**src/rtl/move_command_ir_transmitter_pkg.sv**
```systemverilog
// Shared definitions for the rover move-command IR link.
// The transmitter FSM state encoding, the command field layout and the default
// frame timing live here. The rover-side receiver uses the same constants.
package move_command_ir_transmitter_pkg;

    typedef enum logic [2:0] {
        IDLE       = 3'd0,
        START_MARK = 3'd1,
        BIT_SPACE  = 3'd2,
        BIT_MARK   = 3'd3,
        FRAME_GAP  = 3'd4
    } state_t;

    // Command layout: angle [11:7], distance [6:0]
    localparam int CMD_WIDTH = 12;
    localparam int ANGLE_MSB = 11;
    localparam int ANGLE_LSB = 7;
    localparam int DIST_MSB  = 6;
    localparam int DIST_LSB  = 0;

    // Default timing at 27 MHz: 600 us unit, ~40 kHz carrier
    localparam int DEF_UNIT_CYCLES         = 16200;
    localparam int DEF_CARRIER_HALF_PERIOD = 338;
    localparam int DEF_START_UNITS         = 4;
    localparam int DEF_ZERO_UNITS          = 1;
    localparam int DEF_ONE_UNITS           = 2;
    localparam int DEF_SPACE_UNITS         = 1;
    localparam int DEF_GAP_UNITS           = 10;
    localparam int DEF_REPEATS             = 3;

    // Width of a counter running 0..n-1 (at least one bit)
    function automatic int cnt_width(input int n);
        return (n > 1) ? $clog2(n) : 1;
    endfunction

    function automatic int max_int(input int a, input int b);
        return (a > b) ? a : b;
    endfunction

endpackage

```
**src/rtl/move_command_ir_transmitter_if.sv**
```systemverilog
// Handshake and output bundle between the path/orientation FSM (master) and
// the IR transmitter (slave).
//   send        master->slave  one-cycle request strobe
//   command     master->slave  12-bit move command
//   busy        slave->master  transfer in progress
//   done        slave->master  one-cycle completion pulse
//   ir_envelope slave->master  unmodulated mark/space
//   ir_out      slave->master  carrier-gated LED drive
//   state       slave->master  FSM state for debug
interface move_command_ir_transmitter_if;
    import move_command_ir_transmitter_pkg::*;

    logic                 send;
    logic [CMD_WIDTH-1:0] command;
    logic                 busy;
    logic                 done;
    logic                 ir_envelope;
    logic                 ir_out;
    state_t               state;

    modport master (
        output send, command,
        input  busy, done, ir_envelope, ir_out, state
    );

    modport slave (
        input  send, command,
        output busy, done, ir_envelope, ir_out, state
    );

endinterface

```
**src/rtl/move_command_ir_transmitter_ir_carrier_gen.sv**
```systemverilog
// IR carrier generator: a half-period counter that toggles the carrier on wrap.
// restart forces the carrier high and the counter to zero so every mark
// begins with a full high half-period.
//   clock    in   system clock
//   reset    in   synchronous, active-high
//   restart  in   high in the cycle before a mark begins
//   carrier  out  carrier level for the coming cycle; the top registers
//                 ir_out from it on the same edge as the envelope
module ir_carrier_gen
    import move_command_ir_transmitter_pkg::*;
#(
    parameter int HALF_PERIOD = DEF_CARRIER_HALF_PERIOD
) (
    input  logic clock,
    input  logic reset,
    input  logic restart,
    output logic carrier
);

    localparam int CW = cnt_width(HALF_PERIOD);

    logic [CW-1:0] r_count;
    logic          r_carrier;
    logic [CW-1:0] w_count_next;

    // NOTE: every signal written in always_comb is given a default first so no latch is inferred.
    always_comb begin
        w_count_next = r_count + CW'(1);
        carrier      = r_carrier;
        if (restart) begin
            w_count_next = '0;
            carrier      = 1'b1;
        end else if (r_count == CW'(HALF_PERIOD - 1)) begin
            w_count_next = '0;
            carrier      = ~r_carrier;
        end
    end

    // NOTE: sequential state uses non-blocking assignments so all flops update from pre-edge values.
    always_ff @(posedge clock) begin
        if (reset) begin
            r_count   <= '0;
            r_carrier <= 1'b0;
        end else begin
            r_count   <= w_count_next;
            r_carrier <= carrier;
        end
    end

endmodule

```
**src/rtl/move_command_ir_transmitter.sv**
```systemverilog
// Rover move-command IR transmitter.
// Latches a 12-bit command on send and emits it REPEATS times as a
// pulse-width frame: start mark, then per bit (LSB first) a space followed by
// a short (0) or long (1) mark, then a trailing gap. Marks are gated by the
// IR carrier.
//   clock  in      system clock
//   reset  in      synchronous, active-high
//   link   slave   send/command in; busy/done/ir_envelope/ir_out/state out
module move_command_ir_transmitter
    import move_command_ir_transmitter_pkg::*;
#(
    parameter int UNIT_CYCLES         = DEF_UNIT_CYCLES,
    parameter int CARRIER_HALF_PERIOD = DEF_CARRIER_HALF_PERIOD,
    parameter int START_UNITS         = DEF_START_UNITS,
    parameter int ZERO_UNITS          = DEF_ZERO_UNITS,
    parameter int ONE_UNITS           = DEF_ONE_UNITS,
    parameter int SPACE_UNITS         = DEF_SPACE_UNITS,
    parameter int GAP_UNITS           = DEF_GAP_UNITS,
    parameter int REPEATS             = DEF_REPEATS
) (
    input logic clock,
    input logic reset,
    move_command_ir_transmitter_if.slave link
);

    localparam int UW = cnt_width(UNIT_CYCLES);
    localparam int MAX_UNITS = max_int(max_int(max_int(START_UNITS, SPACE_UNITS),
                                               max_int(ZERO_UNITS, ONE_UNITS)), GAP_UNITS);
    localparam int PW = cnt_width(MAX_UNITS);
    localparam int RW = cnt_width(REPEATS);
    localparam int IW = cnt_width(CMD_WIDTH);

    state_t               r_state;
    logic [CMD_WIDTH-1:0] r_cmd;
    logic [UW-1:0]        r_unit_cnt;
    logic [PW-1:0]        r_phase_cnt;
    logic [IW-1:0]        r_bit_idx;
    logic [RW-1:0]        r_rep_cnt;
    logic                 r_busy;
    logic                 r_done;
    logic                 r_envelope;
    logic                 r_ir_out;

    state_t               w_state_next;
    logic [CMD_WIDTH-1:0] w_cmd_next;
    logic [UW-1:0]        w_unit_next;
    logic [PW-1:0]        w_phase_next;
    logic [IW-1:0]        w_idx_next;
    logic [RW-1:0]        w_rep_next;
    logic                 w_done_next;
    logic                 w_env_next;
    logic                 w_restart;
    logic                 w_carrier_next;
    logic [PW-1:0]        w_phase_last;
    logic                 w_unit_last;
    logic                 w_phase_end;

    // Index of the last unit of the current phase
    always_comb begin
        w_phase_last = '0;
        case (r_state)
            START_MARK: w_phase_last = PW'(START_UNITS - 1);
            BIT_SPACE:  w_phase_last = PW'(SPACE_UNITS - 1);
            BIT_MARK:   w_phase_last = r_cmd[r_bit_idx] ? PW'(ONE_UNITS - 1) : PW'(ZERO_UNITS - 1);
            FRAME_GAP:  w_phase_last = PW'(GAP_UNITS - 1);
            default:    w_phase_last = '0;
        endcase
    end

    assign w_unit_last = (r_unit_cnt == UW'(UNIT_CYCLES - 1));
    // True on the final cycle of a phase; the transition happens on the edge that ends it
    assign w_phase_end = (r_state != IDLE) && w_unit_last && (r_phase_cnt == w_phase_last);

    always_comb begin
        w_state_next = r_state;
        w_cmd_next   = r_cmd;
        w_unit_next  = w_unit_last ? '0 : r_unit_cnt + UW'(1);
        w_phase_next = w_unit_last ? r_phase_cnt + PW'(1) : r_phase_cnt;
        w_idx_next   = r_bit_idx;
        w_rep_next   = r_rep_cnt;
        w_done_next  = 1'b0;

        case (r_state)
            IDLE: begin
                w_unit_next  = '0;
                w_phase_next = '0;
                if (link.send) begin
                    w_cmd_next   = link.command;
                    w_idx_next   = '0;
                    w_rep_next   = '0;
                    w_state_next = START_MARK;
                end
            end
            START_MARK: if (w_phase_end) w_state_next = BIT_SPACE;
            BIT_SPACE:  if (w_phase_end) w_state_next = BIT_MARK;
            BIT_MARK: begin
                if (w_phase_end) begin
                    if (r_bit_idx < IW'(CMD_WIDTH - 1)) begin
                        w_idx_next   = r_bit_idx + IW'(1);
                        w_state_next = BIT_SPACE;
                    end else begin
                        w_state_next = FRAME_GAP;
                    end
                end
            end
            FRAME_GAP: begin
                if (w_phase_end) begin
                    if (r_rep_cnt < RW'(REPEATS - 1)) begin
                        w_rep_next   = r_rep_cnt + RW'(1);
                        w_idx_next   = '0;
                        w_state_next = START_MARK;
                    end else begin
                        w_done_next  = 1'b1;
                        w_state_next = IDLE;
                    end
                end
            end
            default: w_state_next = IDLE;
        endcase

        if (w_phase_end) begin
            w_unit_next  = '0;
            w_phase_next = '0;
        end
    end

    // Marks never follow marks directly, so a mark state differing from the
    // current one is always the entry edge of a new mark
    assign w_env_next = (w_state_next == START_MARK) || (w_state_next == BIT_MARK);
    assign w_restart  = w_env_next && (w_state_next != r_state);

    ir_carrier_gen #(
        .HALF_PERIOD (CARRIER_HALF_PERIOD)
    ) u_carrier (
        .clock   (clock),
        .reset   (reset),
        .restart (w_restart),
        .carrier (w_carrier_next)
    );

    always_ff @(posedge clock) begin
        if (reset) begin
            r_state     <= IDLE;
            r_cmd       <= '0;
            r_unit_cnt  <= '0;
            r_phase_cnt <= '0;
            r_bit_idx   <= '0;
            r_rep_cnt   <= '0;
            r_busy      <= 1'b0;
            r_done      <= 1'b0;
            r_envelope  <= 1'b0;
            r_ir_out    <= 1'b0;
        end else begin
            r_state     <= w_state_next;
            r_cmd       <= w_cmd_next;
            r_unit_cnt  <= w_unit_next;
            r_phase_cnt <= w_phase_next;
            r_bit_idx   <= w_idx_next;
            r_rep_cnt   <= w_rep_next;
            r_busy      <= (w_state_next != IDLE);
            r_done      <= w_done_next;
            r_envelope  <= w_env_next;
            r_ir_out    <= w_env_next & w_carrier_next;
        end
    end

    assign link.busy        = r_busy;
    assign link.done        = r_done;
    assign link.ir_envelope = r_envelope;
    assign link.ir_out      = r_ir_out;
    assign link.state       = r_state;

endmodule

```
**src/flat_wrapper.sv**
```systemverilog
// flat-port wrapper written by rule: the top's interface ports become plain ports
module move_command_ir_transmitter_flat import move_command_ir_transmitter_pkg::*;
#(
    parameter int UNIT_CYCLES         = DEF_UNIT_CYCLES,
    parameter int CARRIER_HALF_PERIOD = DEF_CARRIER_HALF_PERIOD,
    parameter int START_UNITS         = DEF_START_UNITS,
    parameter int ZERO_UNITS          = DEF_ZERO_UNITS,
    parameter int ONE_UNITS           = DEF_ONE_UNITS,
    parameter int SPACE_UNITS         = DEF_SPACE_UNITS,
    parameter int GAP_UNITS           = DEF_GAP_UNITS,
    parameter int REPEATS             = DEF_REPEATS
)
  (clock, reset, link_send, link_command, link_busy, link_done, link_ir_envelope, link_ir_out, link_state);
  move_command_ir_transmitter_if link_i ();
  input logic clock;
  input logic reset;
  input wire logic [$bits(link_i.send)-1:0] link_send;
  input wire logic [$bits(link_i.command)-1:0] link_command;
  output wire logic [$bits(link_i.busy)-1:0] link_busy;
  output wire logic [$bits(link_i.done)-1:0] link_done;
  output wire logic [$bits(link_i.ir_envelope)-1:0] link_ir_envelope;
  output wire logic [$bits(link_i.ir_out)-1:0] link_ir_out;
  output wire logic [$bits(link_i.state)-1:0] link_state;
  assign link_i.send = link_send;
  assign link_i.command = link_command;
  assign link_busy = link_i.busy;
  assign link_done = link_i.done;
  assign link_ir_envelope = link_i.ir_envelope;
  assign link_ir_out = link_i.ir_out;
  assign link_state = link_i.state;
  move_command_ir_transmitter #(.UNIT_CYCLES(UNIT_CYCLES), .CARRIER_HALF_PERIOD(CARRIER_HALF_PERIOD), .START_UNITS(START_UNITS), .ZERO_UNITS(ZERO_UNITS), .ONE_UNITS(ONE_UNITS), .SPACE_UNITS(SPACE_UNITS), .GAP_UNITS(GAP_UNITS), .REPEATS(REPEATS)) u_core (.clock(clock), .reset(reset), .link(link_i));
endmodule
```
**config.mk**
```make
export PLATFORM = sky130hd
export DESIGN_NAME = move_command_ir_transmitter_flat
export DESIGN_NICKNAME = d
export VERILOG_FILES = /design/src/rtl/move_command_ir_transmitter_pkg.sv /design/src/rtl/move_command_ir_transmitter_if.sv /design/src/rtl/move_command_ir_transmitter_ir_carrier_gen.sv /design/src/rtl/move_command_ir_transmitter.sv /design/src/flat_wrapper.sv
export SDC_FILE = /design/constraint.sdc
export NUM_CORES = 1
export LEC_CHECK = 0
export CAP_MARGIN = 20
export CELL_PAD_IN_SITES_DETAIL_PLACEMENT = 1
export CELL_PAD_IN_SITES_GLOBAL_PLACEMENT = 2
export CORE_MARGIN = 2
export CORE_UTILIZATION = 28
export CTS_BUF_LIST = sky130_fd_sc_hd__clkbuf_16
export DETAILED_ROUTE_END_ITERATION = 16
export PLACE_DENSITY_LB_ADDON = 0.05
export SLEW_MARGIN = 5
export SYNTH_ARGS = -nofsm -noshare
export SYNTH_HDL_FRONTEND = slang
export SYNTH_SLANG_ARGS = --single-unit
```
**constraint.sdc**
```tcl
create_clock -name clock -period 4.3 [get_ports clock]
set_clock_uncertainty 0.05 [all_clocks]
set_input_delay 0.86 -clock clock [delete_from_list [all_inputs] [get_ports clock]]
set_output_delay 0.86 -clock clock [all_outputs]
set_load 0.02 [all_outputs]
```
# Word-level counts from Yosys, hierarchy flattened
# Index checks and enable logic that the tools add are counted.
# W data, S select, Z words.
# totals
regBits	53
input_bits	15
output_inout_bits	7
word_cells	80
# op_classes
n_addsub	5
magnitude_cmp	3
n_eq_ne	15
mux	25
n_bitwise	4
reduce_logical	16
# ops
op	count
$pmux W4 S3	2
$mux W4	5
$mux W3	6
$pmux W3 S5	1
$add A14 B1 Y14 const B	1
$eq A14 B14 Y1 const B	1
$add A9 B1 Y9 const B	1
$eq A3 B2 Y1 const B	3
$eq A9 B9 Y1 const B	1
$reduce_bool A3 Y1	3
$reduce_or A3 Y1	3
$add A4 B1 Y4 const B	2
$ne A2 B1 Y1 const B	4
$eq A3 B1 Y1 const B	2
$mux W1	6
$mux W2	3
$reduce_and A6 Y1	1
$lt A4 B5 Y1 const B	1
$bmux W1 S4	1
$eq A4 B4 Y1	1
$lt A4 B4 Y1 const B	1
$pmux W2 S2	1
$reduce_and A4 Y1	1
$reduce_or A4 Y1	1
12 further kinds	16

# Longest topological paths before layout
# Gate-level depths: netlist of run 1.
# depth
depth_word	13
mapped_depth	8
mapped_depth_nobuf	7

# By module
# A second synthesis of run 1 with hierarchy kept.
# unflattened
hier_cells	300
area_unflattened_um2	2546.2
# modules_own_cells
mod	instances	cells_each	area_each_um2	seq_area_each_um2
move_command_ir_transmitter	1	250	2109.5	860.8
ir_carrier_gen	1	50	436.7	200.2

# Worst setup path after synthesis of run 1
# Ideal clock, no wire load.
# synth_path
path_kind	register to register
start	register u_core.r_bit_idx[1]
end	register u_core.r_bit_idx[1]
setup_ps	71
arrival_ps	2217
path_slack_ps	1963
path_stages_with_launch	8
path_buffers	1
period_less_slack_ps	2337
cell_sequence	dfxtp_1 > buf_6 > mux4_2 > a221oi_2 > o2111ai_4 > mux2i_4 > or3_1 > a21oi_1
# synth_between
elab_chain_cells	8
elab_cells_between_ends	15
cone_classes	add/sub (1); order compare (1); eq/ne (4); mux (7); reduce/logical (2)
# synth_lines
element	line	rtl
start, declared	move_command_ir_transmitter.sv:37	logic [IW-1:0] r_bit_idx;
start signal, assigned	move_command_ir_transmitter.sv:158	r_bit_idx <= w_idx_next;
$bmux W1 S4	move_command_ir_transmitter.sv:64	BIT_MARK: w_phase_last = r_cmd[r_bit_idx] ? PW'(ONE_UNITS - 1) : PW'(ZERO_UNITS - 1);
$mux W1 (not written as such)	move_command_ir_transmitter.sv:64	
$mux W1	move_command_ir_transmitter.sv:64	
$pmux W4 S3	move_command_ir_transmitter.sv:61	case (r_state)
$eq A4 B4 Y1	move_command_ir_transmitter.sv:72	assign w_phase_end = (r_state != IDLE) && w_unit_last && (r_phase_cnt == w_phase_last);
$logic_and A1 B1 Y1	move_command_ir_transmitter.sv:72	
$ne A2 B1 Y1 (no source line)	n/a	
$reduce_and A6 Y1 (no source line)	n/a	
# Parallel ways exist; a longest one is shown, timed or not. The select of a mux whose other input is x is not followed.
# A chain may end at the register's enable or synchronous reset.

# Final worst setup path of run 1
# layout_path
start	input link_send
end	register u_core.r_ir_out, in the netlist u_core.link.ir_out
# layout_between
elab_chain_cells	7
elab_cells_between_ends	9
cone_classes	eq/ne (3); mux (3); bitwise (1); reduce/logical (2)
# layout_lines
element	line	rtl
start, declared	flat_wrapper.sv:17	input wire logic [$bits(link_i.send)-1:0] link_send;
$mux W3 *	move_command_ir_transmitter.sv:87	if (link.send) begin
$pmux W3 S5 *	move_command_ir_transmitter.sv:83	case (r_state)
$eq A3 B1 Y1 or $eq A3 B2 Y1 (tied branches)	move_command_ir_transmitter.sv:129	assign w_env_next = (w_state_next == START_MARK) || (w_state_next == BIT_MARK);
$logic_or A1 B1 Y1	move_command_ir_transmitter.sv:129	
$logic_and A1 B1 Y1	move_command_ir_transmitter.sv:130	assign w_restart = w_env_next && (w_state_next != r_state);
$mux W1	move_command_ir_transmitter_ir_carrier_gen.sv:30	if (restart) begin
$and A1 B1 Y1 *	move_command_ir_transmitter.sv:163	r_ir_out <= w_env_next & w_carrier_next;
end signal, assigned	move_command_ir_transmitter.sv:163	
end, declared	move_command_ir_transmitter.sv:42	logic r_ir_out;
# Every way passes the cells marked *; elsewhere a longest branch is shown, timed or not.

==> results of run 1 <==
==> cells by family after synthesis <==
family          count (synthesis)  synth area share [%]
fa+ha+maj                       5                  2.35
xor+xnor                       24                  8.60
compound gates                 49                  13.5
flops                          53                  39.8
buf+inv                        20                  3.24
mux                             8                  4.51
simple gates                  149                  28.0
==> metal layers <==
| metal | track usage [%] | share of wire [%] |
|---|---|---|
| met4 | 4.68 | 1.4 |
| met3 | 2.28 | 2.8 |
| met2 | 20.6 | 43 |
| met1 | 21.0 | 53 |
| met5 | 0 | 0 |
==> state kept, by name, indices dropped and copies added (netlist names) <==
name / flops
u_core.link.busy: 1
u_core.link.done: 1
u_core.link.ir_envelope: 1
u_core.link.ir_out: 1
u_core.link.state: 3
u_core.r_bit_idx: 4
u_core.r_cmd: 12
u_core.r_phase_cnt: 4
u_core.r_rep_cnt: 2
u_core.r_unit_cnt: 14
u_core.u_carrier.r_carrier: 1
u_core.u_carrier.r_count: 9
==> where the power goes <==
part	leakage (nW)	total, mW	internal, mW	switching, mW
Clock	0.0718	0.411	0.218	0.193
Sequential	0.431	0.515	0.503	0.0111
Combinational	0.548	0.0853	0.0382	0.0470
==> metrics by stage <==
| stage | setup WS [ns] | hold slack (ns) | instances | utilization [%] |
|---|---|---|---|---|
| after floorplan | 1.96 | 0.363 | 308 | - |
| final | 1.41 | 0.404 | 455 | 33.9 |
| after global placement | 1.14 | 0.380 | 447 | 32.3 |
| after CTS | 1.39 | 0.406 | 455 | 33.9 |
| after global routing | 1.12 | 0.425 | 455 | 33.9 |
| after detailed placement | 1.09 | 0.391 | 447 | 32.3 |
==> layout by cell type, fill, tap and decap left out, types with 3 or more instances in the layout <==
master,netlist,final
sky130_fd_sc_hd__a211oi_1,5,5
sky130_fd_sc_hd__a21oi_1,19,19
sky130_fd_sc_hd__and2_1,4,4
sky130_fd_sc_hd__and3_1,4,4
sky130_fd_sc_hd__clkbuf_16,0,5
sky130_fd_sc_hd__clkdlybuf4s50_1,0,21
sky130_fd_sc_hd__dfxtp_1,53,53
sky130_fd_sc_hd__ha_1,5,5
sky130_fd_sc_hd__inv_1,8,8
sky130_fd_sc_hd__mux2i_1,3,3
sky130_fd_sc_hd__nand2_1,39,39
sky130_fd_sc_hd__nand2b_1,6,6
sky130_fd_sc_hd__nand3_1,13,13
sky130_fd_sc_hd__nand4_1,8,8
sky130_fd_sc_hd__nor2_1,44,44
sky130_fd_sc_hd__nor3_1,6,6
sky130_fd_sc_hd__nor3b_1,3,3
sky130_fd_sc_hd__o21a_1,3,3
sky130_fd_sc_hd__o21ai_0,3,3
sky130_fd_sc_hd__o21ai_1,4,4
sky130_fd_sc_hd__or3_1,5,5
sky130_fd_sc_hd__xnor2_1,10,10
sky130_fd_sc_hd__xor2_1,13,13
==> synth_stat cells, types with 3 or more instances <==
| cell type | instances |
|---|---|
| sky130_fd_sc_hd__clkbuf_1 | 8 |
| sky130_fd_sc_hd__and2_1 | 4 |
| sky130_fd_sc_hd__inv_1 | 8 |
| sky130_fd_sc_hd__a21oi_1 | 19 |
| sky130_fd_sc_hd__o21ai_1 | 4 |
| sky130_fd_sc_hd__ha_1 | 5 |
| sky130_fd_sc_hd__nor3b_1 | 3 |
| sky130_fd_sc_hd__nor3_1 | 6 |
| sky130_fd_sc_hd__nand2b_1 | 6 |
| sky130_fd_sc_hd__dfxtp_1 | 53 |
| sky130_fd_sc_hd__o21ai_0 | 3 |
| sky130_fd_sc_hd__nor2_1 | 44 |
| sky130_fd_sc_hd__buf_2 | 3 |
| sky130_fd_sc_hd__nand3_1 | 13 |
| sky130_fd_sc_hd__a211oi_1 | 5 |
| sky130_fd_sc_hd__nand2_1 | 39 |
| sky130_fd_sc_hd__and3_1 | 4 |
| sky130_fd_sc_hd__o21a_1 | 3 |
| sky130_fd_sc_hd__or3_1 | 5 |
| sky130_fd_sc_hd__nand4_1 | 8 |
| sky130_fd_sc_hd__xnor2_1 | 10 |
| sky130_fd_sc_hd__mux2i_1 | 3 |
| sky130_fd_sc_hd__xor2_1 | 13 |
==> worst paths after layout <==
check | startpoint | endpoint | depth (start not counted)
setup / recovery | link_send | u_core.link.ir_out | 6
hold / removal | u_core.r_unit_cnt[0] | u_core.r_unit_cnt[0] | 1
setup reg to reg | u_core.r_unit_cnt[0] | u_core.r_bit_idx[1] | 7
hold reg to reg | u_core.r_unit_cnt[0] | u_core.r_unit_cnt[0] | 1
==> layout make-up <==
cell class	instances	area, um^2
multi-input cells	235	1520
clock buffers	5	125
inverters	8	30.0
fillers	1086	6110
flip-flops and latches	53	1060
repair buffers	22	218
clock inverters	3	21.3
well taps	129	161
==> results.md, run 1 <==
| Item | This run | Unit |
|:---|:---|:---|
| Run status | completed | - |
| Max VDD drop | 0.188 | mV |
| Number of resized instances in the post-cts repair step | 0 | - |
| Maximum clock path buffer count | 2 | - |
| R2R setup slack | 1.46 | ns |
| Power density relative to cell area | 323 | mW/mm^2 |
| Portion of the post-synthesis area used by sequential elements | 39.8 | % |
| Overall routed net length | 6720 | um |
| Syn Nets | 328 | - |
| Number of clock buffers inserted by TritonCTS | 5 | - |
| Die Wd | 102 | um |
| Cell type group with the largest total delay on the critical path | simple AND/OR/NAND/NOR gates | - |
| Post-CTS setup buffer count | 0 | - |
| Routed length per placed instance | 14.8 | um |
| Total of buffers placed on input and output ports | 21 | - |
| TritonCTS clock tree | built | - |
| Area share of the largest cell type after synthesis | 39.8 | % |
| LEAKAGE | 1.05 | nW |
| Number of flops mapped to enable cells by yosys | 0 | - |
| Layout cells sized above 1 | 7.67 | % |
| Starting DRT DRC Count | 88 | - |
| Yosys warns | 0 | - |
| Worst setup path class | input pin to flip-flop | - |
| Area leader, netlist | sky130_fd_sc_hd__dfxtp_1 | - |
| Slowest cell delay on critical path | 0.53 | ns |
| CP max stage cell | sky130_fd_sc_hd__clkdlybuf4s50_1 | - |
| Count of mapped cells out of synthesis | 308 | - |
| Largest net degree at the start of global routing | 19 | - |
| Finished layout cell area | 0.00313 | mm^2 |
| Critical path buffer and inverter count | 1 | - |
| Leading cell types by total area after synthesis | sky130_fd_sc_hd__dfxtp_1 (40%), sky130_fd_sc_hd__nor2_1 (6.2%), sky130_fd_sc_hd__nand2_1 (5.5%) | - |
| Number of H-tree branching levels | 2 | - |
| Antenna diodes | 0 | - |
| Total gr overflow | 0 | - |
| Required time reported for the critical path endpoint | 4.46 | ns |
| Max-cap check violation count | 0 | - |
| Transition time of the tightest slew-check pin | 0.832 | ns |
| Hold Violations, Final | 0 | - |
| GRT Overall Usage | 14.1 | % |
| Critical path, cell by cell | clkdlybuf4s50_1 -> or3b_2 -> nand2b_1 -> a211oi_1 -> o21ai_1 -> a211oi_2 | - |
| Total chip power | 1.01 | mW |
| Dpl cell area | 0.00299 | mm^2 |
| Vias in the first global route | 2173 | - |
| Time the final worst path needs with I/O delays and setup | 2.89 | ns |
| Number of antenna violations at the first check in global routing | 0 | - |
| Maximum operating frequency | 346 | MHz |
| Share of the cycle needed by the critical path after routing | 67.3 | % |
| Starting utilization of the core area | 28.8 | % |
| Final estimated routing congestion in global placement | 0.796 | - |
| FFs w/ async S/R, synth | 0 | % |
| Post-route antenna net violation count | 0 | - |
| Die Outline Area | 0.0103 | mm^2 |
| Netlist Area Pre-Place | 0.00266 | mm^2 |
| Most frequently used flop master after synthesis | sky130_fd_sc_hd__dfxtp_1 | - |
| Clk root buf | sky130_fd_sc_hd__clkbuf_16 | - |
| Number of nets in the finished design | 345 | - |
| Global-route wire length before repair | 11500 | um |
| Layout-stage area growth over the synthesis result | 17.6 | % |
| Data arrival time at the worst-slack endpoint | 3.05 | ns |
| Core Region | 0.00924 | mm^2 |
| Headroom to the max-slew limit | 44.3 | % |
| DRC viols | 0 | - |
| Slew Limit Fails | 0 | - |
| Count of hold-fix buffers inserted at cts | 0 | - |
| Crit Path Max Fanout | 15 | - |
| Clock insertion delay at the later pin of the skew report | 0.30 | ns |
| Total vias in the final route | 2174 | - |
| Setup violation total in the final timing report | 0 | - |
| Final sum of negative setup slack | 0 | ns |
| Class of the tightest hold or removal check | flip-flop to flip-flop | - |
| Die height | 102 | um |
| Detailed placer's ending HPWL | 4930 | um |
| Via count normalized by instance count | 4.78 | - |
| First-pass detailed-route iteration total | 4 | - |
| Endpoint kind of the worst setup timing path | flip-flop | - |
| Unrepaired setup endpoints after global routing | no | - |
| Row count | 35 | - |
| Top-level port count | 22 | - |
| Clk slew on worst S/H paths | 0.07 | ns |
| Total of flip-flops plus latches after synthesis | 53 | - |
| Clk sinks | 53 | - |
| Syn avg cell area | 8.65 | um^2 |
| Number of library cell types mapped by synthesis | 52 | - |
| CP Launch Type | input pin | - |
No activity file was read; power rests on OpenSTA's default activity.
==> run 2: changes to the inputs <==
==> constraint.sdc (replaced) <==
create_clock -name clock -period 2.5 [get_ports clock]
set_clock_uncertainty 0.05 [all_clocks]
set_input_delay 0.5 -clock clock [delete_from_list [all_inputs] [get_ports clock]]
set_output_delay 0.5 -clock clock [all_outputs]
set_load 0.02 [all_outputs]
==> results.md, run 2 (same netlist as run 1, synthesis figures left out) <==
| Item | This run | Unit | vs previous |
|:---|:---|:---|:---|
| Hold Violations, Final | 0 | - | unchanged |
| Worst Hold Path Cells | 2 | - | +1 |
| Regs by FF count | u_core.r_unit_cnt (14), u_core.r_cmd (12), u_core.u_carrier.r_count (9) | - |  |
| Number of H-tree branching levels | 2 | - | unchanged |
| Die Wd | 102 | um | unchanged |
| Row count | 35 | - | unchanged |
| Most common cell after layout, fill and taps aside | sky130_fd_sc_hd__dfxtp_1 | - |  |
| R2r worst-path depth | 6 | - | -1 |
| First-pass detailed-route iteration total | 4 | - | unchanged |
| Layout-stage area growth over the synthesis result | 25.8 | % |  |
| Critical path buffer and inverter count | 0 | - | -1 |
| Final estimated routing congestion in global placement | 0.848 | - | +6.6% |
| Setup WS post-layout | 0.115 | ns | -1.29 ns |
| Antenna diodes | 0 | - | unchanged |
| CP Launch Type | flip-flop | - |  |
| Slew Limit Fails | 0 | - | unchanged |
| Overall routed net length | 7000 | um | +4.2% |
| Pre-CTS setup slack | 0.0469 | ns | -1.04 ns |
| Most used cells in the layout excluding fill and tap cells | sky130_fd_sc_hd__dfxtp_1 (53), sky130_fd_sc_hd__nor2_1 (44), sky130_fd_sc_hd__nand2_1 (39) | - |  |
| Time the final worst path needs with I/O delays and setup | 2.39 | ns |  |
| Dpl cell area | 0.00318 | mm^2 | +6.5% |
| Post-route antenna net violation count | 0 | - | unchanged |
| Setup violation total in the final timing report | 0 | - | unchanged |
| Count of hold-fix buffers inserted at cts | 0 | - | unchanged |
| Top-level port count | 22 | - | unchanged |
| Class of the tightest hold or removal check | flip-flop to flip-flop | - |  |
| Total vias in the final route | 2280 | - | +4.9% |
| Die height | 102 | um | unchanged |
| Total chip power | 1.73 | mW | +71% |
| Die Outline Area | 0.0103 | mm^2 | unchanged |
| Global-route wire length before repair | 11900 | um | +3.7% |
| Endpoint kind of the worst setup timing path | flip-flop | - |  |
| R2R setup slack | 0.11 | ns | -1.35 ns |
| Number of clock buffers inserted by TritonCTS | 5 | - | unchanged |
| Maximum clock path buffer count | 2 | - | unchanged |
| Crit Path Max Fanout | 7 | - | -8 |
| Endpoint of the most critical register-to-register path | u_core.r_bit_idx[1] | - |  |
| Run status | completed | - |  |
| Clk sinks | 53 | - | unchanged |
| Cell type group with the largest total delay on the critical path | multiplexers | - |  |
| Clock insertion delay at the later pin of the skew report | 0.29 | ns | about the same |
| Largest net degree at the start of global routing | 18 | - | -1 |
| Start point of the worst min-delay path | u_core.r_cmd[2] | - |  |
| Headroom to the max-slew limit | 64.2 | % | +20 points |
| Max-cap check violation count | 0 | - | unchanged |
| GRT Overall Usage | 14.8 | % | +0.66 points |
| Largest register by flop count | u_core.r_unit_cnt | - |  |
| Clk slew on worst S/H paths | 0.07 | ns | about the same |
| Total of buffers placed on input and output ports | 21 | - | unchanged |
| Number of antenna violations at the first check in global routing | 0 | - | unchanged |
| Critical path, cell by cell | mux4_2 -> a221oi_4 -> o2111ai_4 -> mux2i_4 -> or3_1 -> a21oi_1 | - |  |
| Layout cells sized above 1 | 15.4 | % | +7.7 points |
| DRC viols | 0 | - | unchanged |
| Power density relative to cell area | 515 | mW/mm^2 | +60% |
| Via count normalized by instance count | 4.75 | - | -0.59% |
| Final sum of negative setup slack | 0 | ns | unchanged |
| Flip-flop count of the largest register after layout | 14 | - | unchanged |
| Clk root buf | sky130_fd_sc_hd__clkbuf_16 | - |  |
| Transition time of the tightest slew-check pin | 0.537 | ns | -0.295 ns |
| LEAKAGE | 1.19 | nW | +13% |
| Routed length per placed instance | 14.6 | um | -1.2% |
| Max VDD drop | 0.337 | mV | +79% |
| Required time reported for the critical path endpoint | 2.67 | ns | -1.79 ns |
| Starting utilization of the core area | 28.8 | % | unchanged |
| Unrepaired setup endpoints after global routing | no | - |  |
| Finished layout cell area | 0.00335 | mm^2 | +6.9% |
| TritonCTS clock tree | built | - |  |
| Slowest cell delay on critical path | 0.54 | ns | about the same |
| Vias in the first global route | 2299 | - | +5.8% |
| Detailed placer's ending HPWL | 5370 | um | +8.9% |
| Core Region | 0.00924 | mm^2 | unchanged |
| Share of the cycle needed by the critical path after routing | 95.4 | % |  |
| Data arrival time at the worst-slack endpoint | 2.56 | ns | -0.49 ns |
| Worst Hold Endpoint | u_core.r_cmd[2] | - |  |
| Maximum operating frequency | 419 | MHz |  |
| Starting DRT DRC Count | 62 | - | -30% |
| Total gr overflow | 0 | - | unchanged |
| Worst setup path class | flip-flop to flip-flop | - |  |
| CP max stage cell | sky130_fd_sc_hd__mux4_2 | - |  |
| Reg2reg start | u_core.r_bit_idx[1] | - |  |
| Number of nets in the finished design | 371 | - | +7.5% |
==> run 2: cell count changes in the layout (fill, tap and decap cells not counted), sizes merged <==
| cell | change |
|---|---|
| clkinv | -1 |
| buf | +26 |
==> run 2: per-layer routing <==
layer	GRT usage (%)	part of all wire (%)
met1	21.0	51
met4	4.37	0.96
met3	2.55	2.1
met5	0	0
met2	22.9	46
==> run 2: timing repair <==
| item | 4_1_cts | 5_1_grt |
|---|---|---|
| setup buffers | 0 | 0 |
| endpoints found under the setup margin | 0 | 7 |
| gates resized for setup | 0 | 4 |
==> run 2: cell type report <==
cell class,count,area [um^2]
Timing Repair Buffer,48,413
Sequential cell,53,1060
Multi-Input combinational cell,235,1550
Fill cell,1103,5890
Tap cell,129,161
Clock buffer,5,125
Clock inverter,2,13.8
Inverter,8,30.0
==> run 2: how the worst max path moves through the flow <==
stage / from / to / slack (ns) / cells after the start
6_report: u_core.r_bit_idx[1] / u_core.r_bit_idx[1] / 0.11 / 6
3_3_place_gp: link_send / u_core.link.ir_out / 0.10 / 6
2_1_floorplan: u_core.r_bit_idx[1] / u_core.r_bit_idx[1] / 0.16 / 7
4_1_cts: u_core.r_bit_idx[1] / u_core.r_bit_idx[2] / 0.05 / 6
3_5_place_dp: u_core.r_bit_idx[1] / u_core.r_bit_idx[2] / 0.05 / 6
5_1_grt: u_core.r_unit_cnt[0] / u_core.r_bit_idx[2] / 0.008 / 9
==> run 2: power breakdown <==
| group | internal, mW | switching, mW | leakage [nW] |
|---|---|---|---|
| Combinational | 0.0770 | 0.0908 | 0.688 |
| Sequential | 0.866 | 0.0152 | 0.431 |
| Clock | 0.368 | 0.310 | 0.0701 |
==> run 2: tightest hold or removal path: cells and delay by family (launching register included) <==
kind             cells  cell delay [ns]
AO/OA/AOI/OAI        1             0.05
AND/OR/NAND/NOR      1             0.05
flip-flops           1             0.31
==> run 2: per-stage QoR <==
stage / hold slack (ns) / util (%) / instances
2_1_floorplan: 0.363 / - / 308
3_3_place_gp: 0.381 / 34.4 / 473
3_5_place_dp: 0.390 / 34.4 / 473
4_1_cts: 0.412 / 35.9 / 480
5_1_grt: 0.434 / 36.3 / 480
6_report: 0.406 / 36.3 / 480
==> run 3: changes to the inputs <==
==> constraint.sdc (replaced) <==
create_clock -name clock -period 2.88 [get_ports clock]
set_clock_uncertainty 0.05 [all_clocks]
set_input_delay 0.576 -clock clock [delete_from_list [all_inputs] [get_ports clock]]
set_output_delay 0.576 -clock clock [all_outputs]
set_load 0.02 [all_outputs]
==> results.md, run 3 (same netlist as run 1, synthesis figures left out) <==
| Item | This run | Unit | vs previous |
|:---|:---|:---|:---|
| Run status | completed | - |  |
| Number of resized instances in the post-cts repair step | 0 | - | unchanged |
| Detailed placer's ending HPWL | 5220 | um | -2.8% |
| Die Outline Area | 0.0103 | mm^2 | unchanged |
| Maximum clock path buffer count | 2 | - | unchanged |
| Transition time of the tightest slew-check pin | 0.683 | ns | +0.146 ns |
| Count of hold-fix buffers inserted at cts | 0 | - | unchanged |
| Total of buffers placed on input and output ports | 21 | - | unchanged |
| Number of H-tree branching levels | 2 | - | unchanged |
| Number of antenna violations at the first check in global routing | 0 | - | unchanged |
| Total vias in the final route | 2224 | - | -2.5% |
| Antenna diodes | 0 | - | unchanged |
| Number of nets in the finished design | 356 | - | -4.0% |
| Routed length per placed instance | 14.7 | um | +0.89% |
| Placed Cells | 458 | - | -3.2% |
| Required time reported for the critical path endpoint | 3.05 | ns | +0.38 ns |
| First-pass detailed-route iteration total | 4 | - | unchanged |
| Worst Hold Path Cells | 1 | - | -1 |
| Area taken by flip-flops and latches | 0.00106 | mm^2 | unchanged |
| Class of the tightest hold or removal check | flip-flop to flip-flop | - |  |
| TritonCTS clock tree | built | - |  |
| Most common cell after layout, fill and taps aside | sky130_fd_sc_hd__dfxtp_1 | - |  |
| Clk sinks | 53 | - | unchanged |
| Clk slew on worst S/H paths | 0.07 | ns | about the same |
| Hold Violations, Final | 0 | - | unchanged |
| Via count normalized by instance count | 4.77 | - | +0.47% |
| Headroom to the max-slew limit | 54.1 | % | -10 points |
| Power density relative to cell area | 470 | mW/mm^2 | -8.8% |
| Most used cells in the layout excluding fill and tap cells | sky130_fd_sc_hd__dfxtp_1 (53), sky130_fd_sc_hd__nor2_1 (44), sky130_fd_sc_hd__nand2_1 (39) | - |  |
| CP Launch Type | flip-flop | - |  |
| Final core utilization | 34.8 | % | -1.5 points |
| Number of clock buffers inserted by TritonCTS | 5 | - | unchanged |
| Worst setup path class | flip-flop to flip-flop | - |  |
| Top-level port count | 22 | - | unchanged |
| Share of the cycle needed by the critical path after routing | 85.5 | % | -9.9 points |
| Clk root buf | sky130_fd_sc_hd__clkbuf_16 | - |  |
| Number of cells in the finished layout apart from fillers | 466 | - | -2.9% |
| LEAKAGE | 1.11 | nW | -6.6% |
| Max VDD drop | 0.229 | mV | -32% |
| Largest net degree at the start of global routing | 22 | - | +4 |
| Layout-stage area growth over the synthesis result | 20.6 | % |  |
| Max-cap check violation count | 0 | - | unchanged |
| Finished layout cell area | 0.00321 | mm^2 | -4.1% |
| Total gr overflow | 0 | - | unchanged |
| Starting utilization of the core area | 28.8 | % | unchanged |
| Die height | 102 | um | unchanged |
| Area of the multi-input gates | 0.00152 | mm^2 | -1.9% |
| Unrepaired setup endpoints after global routing | no | - |  |
| Clock insertion delay at the later pin of the skew report | 0.29 | ns | about the same |
| GRT Overall Usage | 14.4 | % | -0.35 points |
| Vias in the first global route | 2259 | - | -1.7% |
| Regs by FF count | u_core.r_unit_cnt (14), u_core.r_cmd (12), u_core.u_carrier.r_count (9) | - |  |
| Time the final worst path needs with I/O delays and setup | 2.46 | ns | +0.0778 ns |
| DRC viols | 0 | - | unchanged |
| Data arrival time at the worst-slack endpoint | 2.64 | ns | +0.08 ns |
| Crit Path Max Fanout | 8 | - | +1 |
| Largest register by flop count | u_core.r_unit_cnt | - |  |
| Global-route wire length before repair | 11700 | um | -1.7% |
| Fill cells | 1117 | - | +1.3% |
| Final estimated routing congestion in global placement | 0.760 | - | -10% |
| Row count | 35 | - | unchanged |
| R2r worst-path depth | 6 | - | unchanged |
| Post-route antenna net violation count | 0 | - | unchanged |
| Overall routed net length | 6860 | um | -2.1% |
| Dpl cell area | 0.00307 | mm^2 | -3.5% |
| Slew Limit Fails | 0 | - | unchanged |
| Die Wd | 102 | um | unchanged |
| Endpoint kind of the worst setup timing path | flip-flop | - |  |
| Setup violation total in the final timing report | 0 | - | unchanged |
| Flip-flop count of the largest register after layout | 14 | - | unchanged |
| Post-CTS setup buffer count | 0 | - | unchanged |
| Core Region | 0.00924 | mm^2 | unchanged |
| Starting DRT DRC Count | 51 | - | -18% |
| Final sum of negative setup slack | 0 | ns | unchanged |
| Maximum operating frequency | 406 | MHz | -3.2% |
| Layout cells sized above 1 | 10.7 | % | -4.7 points |
==> run 3: worst paths after layout <==
check             slack [ns]                 start                   end
setup / recovery        0.42   u_core.r_bit_idx[1]   u_core.r_bit_idx[1]
hold / removal          0.39  u_core.r_unit_cnt[0]  u_core.r_unit_cnt[0]
setup reg to reg        0.42   u_core.r_bit_idx[1]   u_core.r_bit_idx[1]
hold reg to reg         0.39  u_core.r_unit_cnt[0]  u_core.r_unit_cnt[0]
==> run 3: critical path, stage by stage (launching register included) <==
cell and delay, ns:
sky130_fd_sc_hd__dfxtp_1 0.40, sky130_fd_sc_hd__mux4_2 0.53, sky130_fd_sc_hd__a221oi_2 0.34, sky130_fd_sc_hd__o2111ai_4 0.24, sky130_fd_sc_hd__mux2i_4 0.30, sky130_fd_sc_hd__or3_1 0.40
sky130_fd_sc_hd__a21oi_1 0.14
==> run 3: final cells by class <==
class	instances	area share, %
sequential	53	33.0
timing repair buffer	33	9.35
clock buffer	5	3.90
tap	129	5.03
inverter	8	0.935
clock inverter	3	0.545
multi-input combinational	235	47.2
==> run 3: stage by stage <==
| stage | worst slack (ns) | power, mW | hold slack (ns) |
|---|---|---|---|
| after global routing | 0.279 | 1.59 | 0.428 |
| after CTS | 0.395 | 1.54 | 0.397 |
| after floorplan | 0.543 | 0.862 | 0.363 |
| after detailed placement | 0.298 | 0.923 | 0.383 |
| after global placement | 0.329 | 0.923 | 0.374 |
| final | 0.417 | 1.51 | 0.389 |
==> run 3: routing by layer <==
| metal | up-vias | routed length (um) | GRT usage, % |
|---|---|---|---|
| met5 | - | 0 | 0 |
| met4 | 0 | 72 | 3.43 |
| met3 | 8 | 157 | 2.28 |
| met2 | 24 | 2990 | 22.8 |
| met1 | 1057 | 3630 | 20.6 |
| li1 | 1135 | - | - |
==> run 3: where the power goes <==
part | total [mW] | switching, mW | internal [mW]
Clock | 0.606 | 0.284 | 0.322
Combinational | 0.139 | 0.0771 | 0.0623
Sequential | 0.764 | 0.0124 | 0.752
Total | 1.51 | 0.374 | 1.14
